[config.mk]
export PLATFORM = sky130hd
export DESIGN_NAME = bin2bcd_seq_flat
export DESIGN_NICKNAME = d
export VERILOG_FILES = /design/src/rtl/bin2bcd_seq_if.sv /design/src/rtl/bin2bcd_seq.sv /design/src/flat_wrapper.sv
export SDC_FILE = /design/constraint.sdc
export NUM_CORES = 1
export LEC_CHECK = 0
export CORE_MARGIN = 2
export CORE_UTILIZATION = 40
export DETAILED_ROUTE_END_ITERATION = 6
export GPL_TIMING_DRIVEN = 0
export PLACE_DENSITY = 0.7
export SLEW_MARGIN = 10
export SYNTH_ARGS = -nofsm -noshare
export SYNTH_HDL_FRONTEND = slang
export SYNTH_SLANG_ARGS = --single-unit
[constraint.sdc]
create_clock -name i_clk -period 1.8 [get_ports i_clk]
set_clock_uncertainty 0.1 [all_clocks]
set_input_delay 0.27 -clock i_clk [delete_from_list [all_inputs] [get_ports i_clk]]
set_output_delay 0.27 -clock i_clk [all_outputs]
set_load 0.01 [all_outputs]
[src/rtl/bin2bcd_seq_if.sv]
// Handshake bundle between a binary producer and the sequential BCD converter.
// Master drives in_valid/din; the converter (slave) returns in_ready and the held BCD result.
interface bin2bcd_seq_if #(
   parameter int IN_W       = 32,
   parameter int OUT_DIGITS = 8
);
   logic                    in_valid;
   logic                    in_ready;
   logic [IN_W-1:0]         din;
   logic                    out_valid;
   logic [4*OUT_DIGITS-1:0] dout;
   logic                    neg;
   logic                    ovf;

   modport master (
      output in_valid, din,
      input  in_ready, out_valid, dout, neg, ovf
   );

   modport slave (
      input  in_valid, din,
      output in_ready, out_valid, dout, neg, ovf
   );
endinterface

[src/rtl/bin2bcd_seq.sv]
// Shift-and-add-3 binary-to-BCD converter, one bit per cycle; result IN_W+1 edges after acceptance.
// in_ready is high only when idle; in_valid while busy is dropped, and dout/neg/ovf hold until the next result.
module bin2bcd_seq #(
   parameter int IN_W       = 32,
   parameter int INT_DIGITS = 10,
   parameter int OUT_DIGITS = 8,
   parameter bit SIGNED     = 1'b0
) (
   input  logic         i_clk,
   input  logic         i_rst,
   bin2bcd_seq_if.slave bus
);
   localparam int BCD_W = 4 * INT_DIGITS;
   localparam int OUT_W = 4 * OUT_DIGITS;
   localparam int CNT_W = (IN_W > 1) ? $clog2(IN_W) : 1;

   typedef enum logic [1:0] {
      S_IDLE  = 2'd0,
      S_SHIFT = 2'd1,
      S_DONE  = 2'd2
   } state_t;

   state_t           r_state;
   logic [IN_W-1:0]  r_shreg;
   logic [BCD_W-1:0] r_bcd;
   logic [CNT_W-1:0] r_cnt;
   logic             r_sign;
   logic             r_in_ready;
   logic             r_out_valid;
   logic [OUT_W-1:0] r_dout;
   logic             r_neg;
   logic             r_ovf;

   logic [BCD_W-1:0] w_bcd_adj;
   logic [IN_W-1:0]  w_mag;
   logic             w_sign;
   logic             w_upper_nz;

   always_comb begin
      w_bcd_adj = r_bcd;
      for (int d = 0; d < INT_DIGITS; d++) begin
         if (r_bcd[4*d +: 4] >= 4'd5) begin
            w_bcd_adj[4*d +: 4] = r_bcd[4*d +: 4] + 4'd3;
         end
      end
   end

   // The most negative input negates to itself, which read unsigned is exactly its magnitude.
   always_comb begin
      w_sign = SIGNED && bus.din[IN_W-1];
      w_mag  = w_sign ? (~bus.din + IN_W'(1)) : bus.din;
   end

   always_comb begin
      w_upper_nz = 1'b0;
      for (int d = OUT_DIGITS; d < INT_DIGITS; d++) begin
         w_upper_nz = w_upper_nz | (|r_bcd[4*d +: 4]);
      end
   end

   always_ff @(posedge i_clk) begin
      if (!i_rst) begin
         r_state     <= S_IDLE;
         r_shreg     <= '0;
         r_bcd       <= '0;
         r_cnt       <= '0;
         r_sign      <= 1'b0;
         r_in_ready  <= 1'b1;
         r_out_valid <= 1'b0;
         r_dout      <= '0;
         r_neg       <= 1'b0;
         r_ovf       <= 1'b0;
      end else begin
         r_out_valid <= 1'b0;
         case (r_state)
            S_IDLE: begin
               if (bus.in_valid) begin
                  r_shreg    <= w_mag;
                  r_sign     <= w_sign;
                  r_bcd      <= '0;
                  r_cnt      <= CNT_W'(IN_W - 1);
                  r_in_ready <= 1'b0;
                  r_state    <= S_SHIFT;
               end
            end
            S_SHIFT: begin
               // Top bit of the adjusted accumulator is always zero, so the cast drops nothing.
               r_bcd   <= BCD_W'({w_bcd_adj, r_shreg[IN_W-1]});
               r_shreg <= {r_shreg[IN_W-2:0], 1'b0};
               if (r_cnt == '0) begin
                  r_state <= S_DONE;
               end else begin
                  r_cnt <= r_cnt - CNT_W'(1);
               end
            end
            S_DONE: begin
               r_out_valid <= 1'b1;
               r_ovf       <= w_upper_nz;
               r_neg       <= r_sign;
               r_dout      <= w_upper_nz ? {OUT_DIGITS{4'hE}} : r_bcd[OUT_W-1:0];
               r_in_ready  <= 1'b1;
               r_state     <= S_IDLE;
            end
            default: begin
               r_in_ready <= 1'b1;
               r_state    <= S_IDLE;
            end
         endcase
      end
   end

   assign bus.in_ready  = r_in_ready;
   assign bus.out_valid = r_out_valid;
   assign bus.dout      = r_dout;
   assign bus.neg       = r_neg;
   assign bus.ovf       = r_ovf;
endmodule
[src/flat_wrapper.sv]
// flat-port wrapper written by rule: the top's interface ports become plain ports
module bin2bcd_seq_flat 
#(
   parameter int IN_W       = 32,
   parameter int INT_DIGITS = 10,
   parameter int OUT_DIGITS = 8,
   parameter bit SIGNED     = 1'b0
)
  (i_clk, i_rst, bus_in_valid, bus_din, bus_in_ready, bus_out_valid, bus_dout, bus_neg, bus_ovf);
  bin2bcd_seq_if #(.IN_W(IN_W), .OUT_DIGITS(OUT_DIGITS)) bus_i ();
  input  logic i_clk;
  input  logic i_rst;
  input wire logic [$bits(bus_i.in_valid)-1:0] bus_in_valid;
  input wire logic [$bits(bus_i.din)-1:0] bus_din;
  output wire logic [$bits(bus_i.in_ready)-1:0] bus_in_ready;
  output wire logic [$bits(bus_i.out_valid)-1:0] bus_out_valid;
  output wire logic [$bits(bus_i.dout)-1:0] bus_dout;
  output wire logic [$bits(bus_i.neg)-1:0] bus_neg;
  output wire logic [$bits(bus_i.ovf)-1:0] bus_ovf;
  assign bus_i.in_valid = bus_in_valid;
  assign bus_i.din = bus_din;
  assign bus_in_ready = bus_i.in_ready;
  assign bus_out_valid = bus_i.out_valid;
  assign bus_dout = bus_i.dout;
  assign bus_neg = bus_i.neg;
  assign bus_ovf = bus_i.ovf;
  bin2bcd_seq #(.IN_W(IN_W), .INT_DIGITS(INT_DIGITS), .OUT_DIGITS(OUT_DIGITS), .SIGNED(SIGNED)) u_core (.i_clk(i_clk), .i_rst(i_rst), .bus(bus_i));
endmodule
==> results of run 1 <==
[worst min path at each step]
| stage | cells after the start | endpoint | start | slack (ns) |
|---|---|---|---|---|
| global route | 3 | u_core.bus.in_ready | bus_in_valid | 0.20 |
| detailed placement | 2 | u_core.r_shreg[8] | u_core.r_shreg[8] | 0.35 |
| floorplan | 2 | u_core.r_bcd[0] | u_core.r_shreg[31] | 0.32 |
| CTS | 3 | u_core.bus.in_ready | bus_in_valid | 0.17 |
| global placement | 2 | u_core.r_shreg[2] | u_core.r_shreg[2] | 0.34 |
| finish | 3 | u_core.bus.in_ready | bus_in_valid | 0.17 |
[worst min-delay path: cells and delay by family]
| family | cells | cell delay (ns) |
|---|---|---|
| buffers and inverters | 1 | 0.16 |
| and+or+nand+nor | 1 | 0.10 |
| AOI/OAI and AO/OA | 1 | 0.11 |
[report_power, final]
part	internal [mW]	switching [mW]	total, mW
Clock	2.12	1.15	3.27
Combinational	0.312	0.395	0.707
Sequential	2.64	0.0898	2.73
[layer usage]
layer  wire length [um]  track usage  share of wire  up-vias
met5                  0            0              0        -
met3                639      0.04875          0.045       33
li1                   -            -              -     2263
met4                349      0.08660          0.025        0
met1               6002       0.2367           0.42     2271
met2               7133       0.3483           0.50      126
[registers in the layout, indices dropped and copies added, names as in the netlist]
register / count
u_core.r_bcd: 40
u_core.bus.dout: 32
u_core.r_shreg: 32
u_core.r_cnt: 5
u_core.r_state: 2
u_core.bus.in_ready: 1
u_core.bus.out_valid: 1
u_core.bus.ovf: 1
[layout by cell type, fill, tap and decap left out, types with 9 or more instances in the layout]
master,instances
dfxtp_1,114
nor2_1,93
clkdlybuf4s50_1,68
a21oi_1,44
o21ai_0,38
nand2_1,35
ha_1,23
inv_1,22
clkbuf_1,22
o221ai_1,20
clkbuf_16,17
o221a_2,16
nand2b_1,13
o22ai_1,11
xnor2_1,10
o31ai_1,10
a32o_1,10
nor2b_1,10
xor2_1,9
[through the flow]
step                  util  total power, mW  hold slack, ns  setup slack, ns  cells
floorplan                -            3.193          0.3249           0.1682    586
global placement    0.4824            3.434          0.3359          -0.2396    826
detailed placement  0.4824            3.462          0.3510          -0.3095    826
CTS                 0.5288            6.709          0.1656         0.005873    858
global route        0.5335            6.931          0.2003         -0.02174    858
finish              0.5335            6.715          0.1730          0.06878    858
[kinds of logic (layout without fill, tap and decap cells)]
family / after synthesis / in the layout / share of synthesized area
muxes: 11 / 11 / 0.02303
AOI/OAI and AO/OA: 182 / 182 / 0.2444
xor gates and xnor gates: 19 / 19 / 0.03190
other: 1 / 1 / 0.0007189
and+or+nand+nor: 169 / 169 / 0.1506
adders and majority gates: 23 / 23 / 0.05517
DFF: 114 / 114 / 0.4375
buffers and inverters: 67 / 167 / 0.05661
[what timing repair did]
item / CTS / global route
buffers inserted: 1 / 0
hold buffers: 0 / 0
setup endpoints to repair: 12 / 56
pin swaps: 1 / 0
gates resized for setup: 1 / 20
[area by class of cell]
type / count / area, sq um / share of cell area
sequential: 114 / 2282 / 0.3376
multi-input combinational: 405 / 2683 / 0.3968
inverter: 23 / 86.33 / 0.01277
clock inverter: 10 / 108.9 / 0.01610
buffer: 44 / 226.5 / 0.03350
timing repair buffer: 69 / 688.2 / 0.1018
clock buffer: 21 / 470.5 / 0.06959
tap: 172 / 215.2 / 0.03183
==> flow_summary.html, run 1 <==
<table>
<tr><th>Metric</th><th>Value</th></tr>
<tr><th colspan="2">Synth</th></tr>
<tr><td>Area contributors post-synth</td><td>dfxtp_1 (44%), nor2_1 (6.7%), ha_1 (5.5%)</td></tr>
<tr><td>Yosys cell types</td><td>46</td></tr>
<tr><td>Most numerous cell in the Yosys netlist</td><td>dfxtp_1</td></tr>
<tr><td>Fraction of registers with async set or reset after synthesis</td><td>0</td></tr>
<tr><td>Area share of the leading cell type in the synthesized netlist</td><td>0.4375</td></tr>
<tr><td>Post-synth EDFFs</td><td>0</td></tr>
<tr><td>Sequential share of the synthesized area</td><td>0.4375</td></tr>
<tr><td>Count of mapped cells out of synthesis</td><td>586</td></tr>
<tr><td>Synthesis Warnings</td><td>0</td></tr>
<tr><td>Mean area per synthesized cell</td><td>8.901 sq um</td></tr>
<tr><td>Area of the mapped netlist</td><td>5216 sq um</td></tr>
<tr><td>Post-synth top area cell</td><td>dfxtp_1</td></tr>
<tr><td>List of most frequent post-synthesis cells</td><td>dfxtp_1 (114), nor2_1 (93), a21oi_1 (51), o21ai_0 (38), nand2_1 (35)</td></tr>
<tr><td>Dominant synthesized flop cell</td><td>dfxtp_1</td></tr>
<tr><td>Number of synthesized register bits</td><td>114</td></tr>
<tr><td>Synthesized netlist net count</td><td>644</td></tr>
<tr><th colspan="2">Clocking</th></tr>
<tr><td>CTS H-Tree Depth</td><td>4</td></tr>
<tr><td>Maximum buffer depth of the clock tree</td><td>2</td></tr>
<tr><td>Worst-skew pair later-pin latency</td><td>0.41 ns</td></tr>
<tr><td>Clock tree from TritonCTS</td><td>done</td></tr>
<tr><td>Clock buffer count from CTS</td><td>17</td></tr>
<tr><td>CTS root buffer</td><td>clkbuf_16</td></tr>
<tr><td>Clk pin slew, worst setup/hold paths</td><td>0.06 ns</td></tr>
<tr><td>Total number of clock tree sinks</td><td>114</td></tr>
<tr><th colspan="2">Setup path</th></tr>
<tr><td>Launching element type of the critical path</td><td>register</td></tr>
<tr><td>Type of destination of the critical path</td><td>output port</td></tr>
<tr><td>Buffer and inverter count on the worst path</td><td>1</td></tr>
<tr><td>Logic depth of the worst register-to-register path</td><td>6</td></tr>
<tr><td>Startpoint of the worst setup timing path</td><td>u_core.bus.dout[0]</td></tr>
<tr><td>Data arrival time at the worst-slack endpoint</td><td>1.36 ns</td></tr>
<tr><td>Largest fanout on the critical path</td><td>2</td></tr>
<tr><td>R2R Path Start</td><td>u_core.r_state[1]</td></tr>
<tr><td>Crit-path max cell delay</td><td>0.57 ns</td></tr>
<tr><td>Worst endpoint required time</td><td>1.43 ns</td></tr>
<tr><td>Startpoint-to-endpoint class of the critical path</td><td>reg2out</td></tr>
<tr><td>Family with the most delay on the worst path</td><td>buffers and inverters</td></tr>
<tr><td>Worst reg2reg path endpoint</td><td>u_core.r_bcd[5]</td></tr>
<tr><td>Setup crit end</td><td>bus_dout[0]</td></tr>
<tr><td>Series of cell instances along the critical path</td><td>clkdlybuf4s50_1</td></tr>
<tr><td>Slowest stage cell, crit path</td><td>clkdlybuf4s50_1</td></tr>
<tr><td>Crit. path cell count</td><td>1</td></tr>
<tr><td>Worst R2R Setup Slack</td><td>0.08 ns</td></tr>
<tr><th colspan="2">Global routing</th></tr>
<tr><td>Antenna violations before repair</td><td>0</td></tr>
<tr><td>Maximum number of pins on one net before global-route repair</td><td>17</td></tr>
<tr><td>Vias in the first global route</td><td>4697</td></tr>
<tr><td>Overall overflow remaining after global route</td><td>0</td></tr>
<tr><td>Wire length of the first global-routing pass</td><td>22670 um</td></tr>
<tr><td>Global-route usage over all layers</td><td>0.2014</td></tr>
<tr><th colspan="2">Route</th></tr>
<tr><td>Post-route ant nets</td><td>0</td></tr>
<tr><td>Number of optimization iterations in the first detailed-route pass</td><td>7</td></tr>
<tr><td>Total detailed-routing wirelength</td><td>14130 um</td></tr>
<tr><td>Post-detailed-route wirelength per cell</td><td>16.46 um</td></tr>
<tr><td>Via density</td><td>5.470</td></tr>
<tr><td>DRC violation count after routing</td><td>0</td></tr>
<tr><td>Overall via count from detail_route</td><td>4693</td></tr>
<tr><td>Iter 0 DRT Violations</td><td>327</td></tr>
<tr><th colspan="2">STA</th></tr>
<tr><td>Period Utilization, post-route</td><td>0.9618</td></tr>
<tr><td>Setup Total Neg Slack</td><td>0 ns</td></tr>
<tr><td>Final setup vio count</td><td>0</td></tr>
<tr><td>Min Clock Period, post-route</td><td>1.731 ns</td></tr>
<tr><td>Max-slew violation count</td><td>0</td></tr>
<tr><td>Final number of hold-violating endpoints</td><td>0</td></tr>
<tr><td>Transition time at the pin with the least slew margin</td><td>0.6091 ns</td></tr>
<tr><td>Worst slew margin</td><td>0.5940</td></tr>
<tr><td>Unrepaired setup endpoints after global routing</td><td>true</td></tr>
<tr><td>Fmax</td><td>577.6 MHz</td></tr>
<tr><th colspan="2">Floorplan</th></tr>
<tr><td>Horizontal die dimension</td><td>118.2 um</td></tr>
<tr><td>Site Rows</td><td>41</td></tr>
<tr><td>I/O pins</td><td>71</td></tr>
<tr><td>Starting density of the core</td><td>0.4117</td></tr>
<tr><td>Floorplan die area</td><td>13970 sq um</td></tr>
<tr><td>Vertical die dimension</td><td>118.2 um</td></tr>
<tr><td>Placeable core area</td><td>12670 sq um</td></tr>
<tr><th colspan="2">Power</th></tr>
<tr><td>Leakage power</td><td>2.561 nW</td></tr>
<tr><td>Maximum vdd ir drop</td><td>0.6679 mV</td></tr>
<tr><td>Total power divided by cell area</td><td>993.3 nW/um^2</td></tr>
<tr><th colspan="2">Worst hold path</th></tr>
<tr><td>Hold Path Class</td><td>in2reg</td></tr>
<tr><th colspan="2">Final layout</th></tr>
<tr><td>Antenna diode count</td><td>0</td></tr>
<tr><td>Area growth, synth to finish</td><td>29.60%</td></tr>
<tr><td>Final-layout fill cell count</td><td>1140</td></tr>
<tr><td>Final Cell Area</td><td>6760 sq um</td></tr>
<tr><td>Proportion of layout cells with a drive suffix above 1</td><td>0.1327</td></tr>
<tr><td>Net count, final</td><td>732</td></tr>
<tr><th colspan="2">Placed design</th></tr>
<tr><td>Number of buffers inserted by port buffering</td><td>68</td></tr>
<tr><td>Placement Cell Area</td><td>6112 sq um</td></tr>
<tr><td>Final Wtd Congestion</td><td>0.8630</td></tr>
<tr><td>Post-detail-place hpwl</td><td>9607 um</td></tr>
<tr><th colspan="2">Outcome</th></tr>
<tr><td>Result of the run</td><td>finished, final reports clean</td></tr>
<tr><th colspan="2">Flow run</th></tr>
<tr><td>Max-cap viol count</td><td>0</td></tr>
</table>
Note: power is estimated with default switching activity, not from simulation.
==> inputs of run 2 (changes only) <==
--- a/config.mk
+++ b/config.mk
@@ -9,7 +9,7 @@
 export CORE_UTILIZATION = 40
 export DETAILED_ROUTE_END_ITERATION = 6
 export GPL_TIMING_DRIVEN = 0
-export PLACE_DENSITY = 0.7
+export PLACE_DENSITY_LB_ADDON = 0.08
 export SLEW_MARGIN = 10
 export SYNTH_ARGS = -nofsm -noshare
 export SYNTH_HDL_FRONTEND = slang
==> run 2 against run 1 <==
  * Hold slack improved by 0.014 ns
  * Maximum frequency increased by 2.0%
  * Clock power increased by 10%
  * Utilization increased by 0.78 points
  * Setup slack improved by 0.034 ns
  * Combinational power decreased by 2%
  * Via count decreased by 3.0%
  * Design area increased by 1.5%
  * Critical path type unchanged
  * Highest routed layer unchanged
==> flow_summary.html, run 2 (synthesis gave the netlist of run 1 again) <==
<table>
<tr><th>Metric</th><th>Value</th></tr>
<tr><th colspan="2">Outcome</th></tr>
<tr><td>Result of the run</td><td>finished, final reports clean</td></tr>
<tr><th colspan="2">Global routing</th></tr>
<tr><td>Vias in the first global route</td><td>4356 (-7.3%)</td></tr>
<tr><td>Global-route usage over all layers</td><td>0.2003 (-0.001087)</td></tr>
<tr><td>Antenna violations before repair</td><td>0 (unchanged)</td></tr>
<tr><td>Overall overflow remaining after global route</td><td>0 (unchanged)</td></tr>
<tr><td>Wire length of the first global-routing pass</td><td>22290 um (-1.7%)</td></tr>
<tr><td>Maximum number of pins on one net before global-route repair</td><td>17 (unchanged)</td></tr>
<tr><th colspan="2">Final layout</th></tr>
<tr><td>Antenna diode count</td><td>0 (unchanged)</td></tr>
<tr><td>Commonest cells after routing, fill and taps aside</td><td>dfxtp_1 (113), nor2_1 (93), clkdlybuf4s50_1 (68)</td></tr>
<tr><td>Utilization after layout</td><td>0.5413 (+0.007801)</td></tr>
<tr><td>Leading cell type in the layout, fill and taps excluded</td><td>dfxtp_1</td></tr>
<tr><td>Number of cells in the finished layout apart from fillers</td><td>859 (+0.12%)</td></tr>
<tr><td>Net count, final</td><td>732 (unchanged)</td></tr>
<tr><td>Number of flip-flops under the largest register name</td><td>40 (unchanged)</td></tr>
<tr><td>Proportion of layout cells with a drive suffix above 1</td><td>0.1441 (+0.01145)</td></tr>
<tr><td>Reg with most FFs</td><td>u_core.r_bcd</td></tr>
<tr><td>Area growth, synth to finish</td><td>31.49%</td></tr>
<tr><th colspan="2">Worst hold path</th></tr>
<tr><td>Worst min-delay path startpoint</td><td>bus_in_valid</td></tr>
<tr><td>Hold Path Class</td><td>in2reg</td></tr>
<tr><th colspan="2">Setup path</th></tr>
<tr><td>Series of cell instances along the critical path</td><td>clkdlybuf4s50_1</td></tr>
<tr><td>Crit-path max cell delay</td><td>0.56 ns (about the same)</td></tr>
<tr><td>Slowest stage cell, crit path</td><td>clkdlybuf4s50_1</td></tr>
<tr><td>Crit. path cell count</td><td>1 (unchanged)</td></tr>
<tr><td>Startpoint-to-endpoint class of the critical path</td><td>reg2out</td></tr>
<tr><td>Family with the most delay on the worst path</td><td>buffers and inverters</td></tr>
<tr><td>Launching element type of the critical path</td><td>register</td></tr>
<tr><td>Worst R2R Setup Slack</td><td>0.11 ns (+0.03 ns)</td></tr>
<tr><td>Worst endpoint required time</td><td>1.43 ns (about the same)</td></tr>
<tr><td>Type of destination of the critical path</td><td>output port</td></tr>
<tr><td>Worst reg2reg path endpoint</td><td>u_core.r_bcd[13]</td></tr>
<tr><td>Data arrival time at the worst-slack endpoint</td><td>1.33 ns (-0.03 ns)</td></tr>
<tr><td>R2R Path Start</td><td>u_core.r_state[0]</td></tr>
<tr><td>Setup crit end</td><td>bus_dout[29]</td></tr>
<tr><td>Logic depth of the worst register-to-register path</td><td>6 (unchanged)</td></tr>
<tr><td>Largest fanout on the critical path</td><td>2 (unchanged)</td></tr>
<tr><td>Buffer and inverter count on the worst path</td><td>1 (unchanged)</td></tr>
<tr><td>Startpoint of the worst setup timing path</td><td>u_core.bus.dout[29]</td></tr>
<tr><th colspan="2">STA</th></tr>
<tr><td>Period Utilization, post-route</td><td>0.9431 (-0.01872)</td></tr>
<tr><td>Post-route worst hold slack</td><td>0.1869 ns (+0.01387 ns)</td></tr>
<tr><td>Final setup vio count</td><td>0 (unchanged)</td></tr>
<tr><td>Transition time at the pin with the least slew margin</td><td>0.5388 ns (-0.07026 ns)</td></tr>
<tr><td>Min Clock Period, post-route</td><td>1.698 ns (-0.03370 ns)</td></tr>
<tr><td>Max-slew violation count</td><td>0 (unchanged)</td></tr>
<tr><td>Smallest setup slack after layout</td><td>0.1025 ns (+0.03370 ns)</td></tr>
<tr><td>Worst slew margin</td><td>0.6408 (+0.04684)</td></tr>
<tr><td>Fmax</td><td>589.1 MHz (+2.0%)</td></tr>
<tr><td>Final number of hold-violating endpoints</td><td>0 (unchanged)</td></tr>
<tr><td>Unrepaired setup endpoints after global routing</td><td>true</td></tr>
<tr><th colspan="2">Flow run</th></tr>
<tr><td>Max-cap viol count</td><td>0 (unchanged)</td></tr>
<tr><th colspan="2">Placed design</th></tr>
<tr><td>Post-detail-place hpwl</td><td>9537 um (-0.74%)</td></tr>
<tr><td>Final Wtd Congestion</td><td>0.7950 (-7.9%)</td></tr>
<tr><td>Number of placed instances, taps included</td><td>826 (unchanged)</td></tr>
<tr><td>Setup slack at placement</td><td>-0.3386 ns (-0.02913 ns)</td></tr>
<tr><td>Number of buffers inserted by port buffering</td><td>68 (unchanged)</td></tr>
<tr><th colspan="2">Route</th></tr>
<tr><td>Post-route ant nets</td><td>0 (unchanged)</td></tr>
<tr><td>Post-detailed-route wirelength per cell</td><td>15.81 um (-4.0%)</td></tr>
<tr><td>Via density</td><td>5.302 (-3.1%)</td></tr>
<tr><td>DRC violation count after routing</td><td>0 (unchanged)</td></tr>
<tr><td>Overall via count from detail_route</td><td>4554 (-3.0%)</td></tr>
<tr><td>Number of optimization iterations in the first detailed-route pass</td><td>4 (-3)</td></tr>
<tr><td>Total detailed-routing wirelength</td><td>13580 um (-3.9%)</td></tr>
<tr><td>Iter 0 DRT Violations</td><td>240 (-27%)</td></tr>
<tr><th colspan="2">Power</th></tr>
<tr><td>Leakage power</td><td>2.605 nW (+1.7%)</td></tr>
<tr><td>Total power after layout</td><td>7.041 mW (+4.9%)</td></tr>
<tr><td>Total power divided by cell area</td><td>1027 nW/um^2 (+3.4%)</td></tr>
<tr><td>Maximum vdd ir drop</td><td>0.6080 mV (-9.0%)</td></tr>
<tr><th colspan="2">Clocking</th></tr>
<tr><td>Clk pin slew, worst setup/hold paths</td><td>0.05 ns (about the same)</td></tr>
<tr><td>Clock tree from TritonCTS</td><td>done</td></tr>
<tr><td>Maximum buffer depth of the clock tree</td><td>2 (unchanged)</td></tr>
<tr><td>Hold_buf cts</td><td>0 (unchanged)</td></tr>
<tr><td>CTS root buffer</td><td>clkbuf_16</td></tr>
<tr><td>Worst-skew pair later-pin latency</td><td>0.41 ns (about the same)</td></tr>
<tr><td>Clock buffer count from CTS</td><td>17 (unchanged)</td></tr>
<tr><td>CTS H-Tree Depth</td><td>4 (unchanged)</td></tr>
<tr><td>Total number of clock tree sinks</td><td>114 (unchanged)</td></tr>
<tr><th colspan="2">Floorplan</th></tr>
<tr><td>Starting density of the core</td><td>0.4117 (unchanged)</td></tr>
<tr><td>I/O pins</td><td>71 (unchanged)</td></tr>
<tr><td>Floorplan die area</td><td>13970 sq um (unchanged)</td></tr>
<tr><td>Horizontal die dimension</td><td>118.2 um (unchanged)</td></tr>
<tr><td>Vertical die dimension</td><td>118.2 um (unchanged)</td></tr>
<tr><td>Site Rows</td><td>41 (unchanged)</td></tr>
<tr><td>Placeable core area</td><td>12670 sq um (unchanged)</td></tr>
</table>
==> run 2: cell type report <==
type                            count  area [sq um]
Sequential cell                   114          2283
Timing Repair Buffer               69         688.2
Multi-Input combinational cell    405          2698
Clock buffer                       23         498.0
Buffer                             44         240.2
Clock inverter                      9         150.1
Fill cell                        1220          5812
Inverter                           23         86.33
Tap cell                          172         215.2
==> run 2: what timing repair did <==
action,CTS,global route
setup endpoints to repair,24,56
pin swaps,1,2
buffers inserted,0,1
endpoints found under the hold margin,0,0
gates resized for setup,7,25
==> run 2: where the power goes <==
part           switching (mW)  leakage (nW)  internal, mW
registers              0.0894         0.929          2.65
logic                   0.380          1.36         0.315
clock network            1.12         0.315          2.49
total                    1.59          2.60          5.45
==> run 2: worst min path at each step <==
stage | endpoint | slack (ns) | cells after the start
2_1_floorplan | u_core.r_bcd[0] | 0.32 | 2
3_3_place_gp | u_core.r_shreg[26] | 0.33 | 2
3_5_place_dp | u_core.r_shreg[25] | 0.35 | 2
4_1_cts | u_core.bus.in_ready | 0.18 | 3
5_1_grt | u_core.bus.in_ready | 0.18 | 3
6_report | u_core.bus.in_ready | 0.19 | 3
==> run 2: worst min-delay path: cells and delay by family <==
family / cells / cell delay (ns)
AND/OR/NAND/NOR: 1 / 0.11
buffers and inverters: 1 / 0.17
AO/OA/AOI/OAI: 1 / 0.11
==> run 2: routing by layer <==
metal	track usage	part of all wire	up-vias
met1	0.2708	0.48	2178
met2	0.3176	0.47	96
met3	0.04151	0.043	12
li1	-	-	2268
met4	0.06777	0.0089	0
met5	0	0	-
==> run 2: per-stage QoR <==
step,TNS (ns),cell area [sq um]
floorplan,0,5216
global placement,-21.84,6112
detailed placement,-23.60,6112
CTS,0,6788
global route,-0.007688,6859
finish,0,6859
==> inputs of run 3 (changes only) <==
--- a/config.mk
+++ b/config.mk
@@ -5,8 +5,8 @@
 export SDC_FILE = /design/constraint.sdc
 export NUM_CORES = 1
 export LEC_CHECK = 0
-export CORE_MARGIN = 2
-export CORE_UTILIZATION = 40
+export CORE_MARGIN = 3
+export CORE_UTILIZATION = 55
 export DETAILED_ROUTE_END_ITERATION = 6
 export GPL_TIMING_DRIVEN = 0
 export PLACE_DENSITY_LB_ADDON = 0.08
==> run 3 against run 2 <==
  * Global-route usage increased by 6.6 points
  * Power fell by 6.4%
  * Design area shrank 1.6%
  * Flip-flop and latch count stayed put
  * Sequential share of layout area up 0.51 points
  * Utilization increased by 21 points
  * Clock-buffer cell count shrank 4
  * Hold slack lost 0.094 ns
  * Maximum frequency decreased by 3.6%
  * Critical path depth is 6 higher
  * Critical path type is now reg2reg
  * Largest cell class unchanged
==> flow_summary.html, run 3 (synthesis gave the netlist of run 1 again) <==
<table>
<tr><th>Metric</th><th>Value</th></tr>
<tr><th colspan="2">Setup path</th></tr>
<tr><td>Launching element type of the critical path</td><td>register</td></tr>
<tr><td>Crit-path max cell delay</td><td>0.34 ns (-0.22 ns)</td></tr>
<tr><td>Series of cell instances along the critical path</td><td>inv_2 &gt; ha_1 &gt; nor4b_4 &gt; buf_4 &gt; nand4b_4 &gt; buf_4 &gt; o221a_2</td></tr>
<tr><td>Data arrival time at the worst-slack endpoint</td><td>2.07 ns (+0.74 ns)</td></tr>
<tr><td>Startpoint-to-endpoint class of the critical path</td><td>reg2reg</td></tr>
<tr><td>Worst endpoint required time</td><td>2.11 ns (+0.68 ns)</td></tr>
<tr><td>Family with the most delay on the worst path</td><td>buffers and inverters</td></tr>
<tr><td>Slowest stage cell, crit path</td><td>dfxtp_1</td></tr>
<tr><td>Buffer and inverter count on the worst path</td><td>3 (+2)</td></tr>
<tr><td>Largest fanout on the critical path</td><td>10 (+8)</td></tr>
<tr><td>Type of destination of the critical path</td><td>register</td></tr>
<tr><td>Critical Path Most Common Cell</td><td>buf_4</td></tr>
<tr><th colspan="2">Power</th></tr>
<tr><td>Total power divided by cell area</td><td>975.8 nW/um^2 (-4.9%)</td></tr>
<tr><td>Maximum vdd ir drop</td><td>0.5969 mV (-1.8%)</td></tr>
<tr><td>Total power after layout</td><td>6.588 mW (-6.4%)</td></tr>
<tr><td>Leakage power</td><td>2.961 nW (+14%)</td></tr>
<tr><th colspan="2">Clocking</th></tr>
<tr><td>Total number of clock tree sinks</td><td>114 (unchanged)</td></tr>
<tr><td>Clk pin slew, worst setup/hold paths</td><td>0.06 ns (about the same)</td></tr>
<tr><td>CTS H-Tree Depth</td><td>4 (unchanged)</td></tr>
<tr><td>Worst-skew pair later-pin latency</td><td>0.52 ns (+0.11 ns)</td></tr>
<tr><td>Maximum buffer depth of the clock tree</td><td>2 (unchanged)</td></tr>
<tr><td>Hold_buf cts</td><td>0 (unchanged)</td></tr>
<tr><td>CTS root buffer</td><td>clkbuf_8</td></tr>
<tr><td>Clock buffer count from CTS</td><td>17 (unchanged)</td></tr>
<tr><td>Clock tree from TritonCTS</td><td>done</td></tr>
<tr><th colspan="2">Route</th></tr>
<tr><td>Via density</td><td>5.808 (+9.6%)</td></tr>
<tr><td>Post-detailed-route wirelength per cell</td><td>16.82 um (+6.4%)</td></tr>
<tr><td>Total detailed-routing wirelength</td><td>13700 um (+0.85%)</td></tr>
<tr><td>DRC violation count after routing</td><td>0 (unchanged)</td></tr>
<tr><td>Post-route ant nets</td><td>0 (unchanged)</td></tr>
<tr><td>Iter 0 DRT Violations</td><td>268 (+12%)</td></tr>
<tr><td>Number of optimization iterations in the first detailed-route pass</td><td>6 (+2)</td></tr>
<tr><td>Overall via count from detail_route</td><td>4728 (+3.8%)</td></tr>
<tr><th colspan="2">Flow run</th></tr>
<tr><td>Max-cap viol count</td><td>0 (unchanged)</td></tr>
<tr><th colspan="2">Floorplan</th></tr>
<tr><td>Site Rows</td><td>34 (-17%)</td></tr>
<tr><td>I/O pins</td><td>71 (unchanged)</td></tr>
<tr><td>Horizontal die dimension</td><td>103.4 um (-13%)</td></tr>
<tr><td>Floorplan die area</td><td>10690 sq um (-23%)</td></tr>
<tr><td>Vertical die dimension</td><td>103.4 um (-13%)</td></tr>
<tr><td>Placeable core area</td><td>8976 sq um (-29%)</td></tr>
<tr><td>Starting density of the core</td><td>0.5811 (+0.1695)</td></tr>
<tr><th colspan="2">STA</th></tr>
<tr><td>Transition time at the pin with the least slew margin</td><td>0.6304 ns (+0.09157 ns)</td></tr>
<tr><td>Min Clock Period, post-route</td><td>1.761 ns (+0.06322 ns)</td></tr>
<tr><td>Post-route worst hold slack</td><td>0.09240 ns (-0.09449 ns)</td></tr>
<tr><td>Period Utilization, post-route</td><td>0.9782 (+0.03512)</td></tr>
<tr><td>Final setup vio count</td><td>0 (unchanged)</td></tr>
<tr><td>Final number of hold-violating endpoints</td><td>0 (unchanged)</td></tr>
<tr><td>Fmax</td><td>567.9 MHz (-3.6%)</td></tr>
<tr><td>Worst slew margin</td><td>0.5797 (-0.06105)</td></tr>
<tr><td>Max-slew violation count</td><td>0 (unchanged)</td></tr>
<tr><th colspan="2">Placed design</th></tr>
<tr><td>Post-detail-place hpwl</td><td>9121 um (-4.4%)</td></tr>
<tr><td>Final Wtd Congestion</td><td>0.8409 (+5.8%)</td></tr>
<tr><td>Number of placed instances, taps included</td><td>780 (-5.6%)</td></tr>
<tr><td>Placement Cell Area</td><td>6055 sq um (-0.94%)</td></tr>
<tr><td>Number of buffers inserted by port buffering</td><td>68 (unchanged)</td></tr>
<tr><th colspan="2">Worst hold path</th></tr>
<tr><td>Hold Path Class</td><td>in2reg</td></tr>
<tr><th colspan="2">Final layout</th></tr>
<tr><td>Proportion of layout cells with a drive suffix above 1</td><td>0.1410 (-0.003116)</td></tr>
<tr><td>Number of flip-flops under the largest register name</td><td>40 (unchanged)</td></tr>
<tr><td>Area taken by multi-input logic gates</td><td>2699 sq um (about the same)</td></tr>
<tr><td>Reg with most FFs</td><td>u_core.r_bcd</td></tr>
<tr><td>Area growth, synth to finish</td><td>29.43%</td></tr>
<tr><td>Antenna diode count</td><td>0 (unchanged)</td></tr>
<tr><td>Final-layout fill cell count</td><td>652 (-47%)</td></tr>
<tr><td>Leading cell type in the layout, fill and taps excluded</td><td>dfxtp_1</td></tr>
<tr><td>FF+latch area</td><td>2282 sq um (about the same)</td></tr>
<tr><td>Net count, final</td><td>733 (+0.14%)</td></tr>
<tr><td>Commonest cells after routing, fill and taps aside</td><td>dfxtp_1 (114), nor2_1 (93), clkdlybuf4s50_1 (44)</td></tr>
<tr><td>Number of cells in the finished layout apart from fillers</td><td>814 (-5.2%)</td></tr>
<tr><td>Final Cell Area</td><td>6751 sq um (-1.6%)</td></tr>
<tr><th colspan="2">Outcome</th></tr>
<tr><td>Result of the run</td><td>finished, final reports clean</td></tr>
<tr><th colspan="2">Global routing</th></tr>
<tr><td>Vias in the first global route</td><td>4456 (+2.3%)</td></tr>
<tr><td>Global-route usage over all layers</td><td>0.2661 (+0.06577)</td></tr>
<tr><td>Maximum number of pins on one net before global-route repair</td><td>17 (unchanged)</td></tr>
<tr><td>Antenna violations before repair</td><td>0 (unchanged)</td></tr>
<tr><td>Overall overflow remaining after global route</td><td>0 (unchanged)</td></tr>
<tr><td>Wire length of the first global-routing pass</td><td>21930 um (-1.6%)</td></tr>
</table>
==> run 3: changes by cell type in the layout (fill, tap and decap cells not counted), moves of 2 or more <==
cell / previous run / this run
clkdlybuf4s50_1: 68 / 44
buf_4: 6 / 8
clkbuf_1: 20 / 23
clkbuf_2: 6 / 3
dlygate4sd2_1: 0 / 2
buf_6: 3 / 1
clkinv_4: 0 / 3
bufinv_16: 4 / 2
clkbuf_8: 5 / 1
dlymetal6s2s_1: 0 / 22
==> run 3: final cells by class <==
class / instances / share of cell area
clock inverter: 13 / 0.02039
tap: 126 / 0.02335
timing repair buffer: 71 / 0.1119
multi-input combinational: 405 / 0.3997
buffer: 43 / 0.03132
inverter: 23 / 0.01279
clock buffer: 19 / 0.06245
sequential: 114 / 0.3380
==> run 3: stage by stage <==
stage          setup slack, ns  setup TNS [ns]  utilization
4_1_cts               0.004239               0       0.7418
5_1_grt               -0.03366        -0.08467       0.7522
6_report               0.03925               0       0.7522
3_3_place_gp           -0.2711          -18.85       0.6745
2_1_floorplan           0.1682               0            -
3_5_place_dp           -0.3024          -19.82       0.6745
==> run 3: routing by layer <==
metal	global-route usage	vias to the layer above	wire, um
met5	0	-	0
met4	0.08367	0	231
met1	0.3613	2268	6107
li1	-	2265	-
met2	0.4167	173	6434
met3	0.06774	22	922
==> run 3: where the power goes <==
part           internal [mW]  switching [mW]
clock network           1.96            1.21
registers               2.64          0.0848
logic                  0.304           0.383
total                   4.91            1.68
==> run 3: worst register-to-register path, delay by kind of cell (launching register included) <==
kind	cells	cell delay, ns
simple gates	2	0.33
flops	1	0.34
compound gates	1	0.25
buf+inv	3	0.48
fa+ha+maj	1	0.17
==> run 3: final timing paths <==
path | startpoint | end | slack (ns) | depth (start not counted)
worst min-delay path | bus_in_valid | u_core.bus.in_ready | 0.09 | 3
worst max-delay path | u_core.r_bcd[32] | u_core.bus.dout[22] | 0.04 | 7
worst min register to register | u_core.bus.in_ready | u_core.bus.in_ready | 0.35 | 1
worst max register to register | u_core.r_bcd[32] | u_core.bus.dout[22] | 0.04 | 7
==> run 3: what timing repair did <==
item                       4_1_cts  5_1_grt
setup endpoints to repair       32       62
pin swaps                        1        2
cloned                           0        0
gates resized for setup          8       41
buffers inserted                 3        0
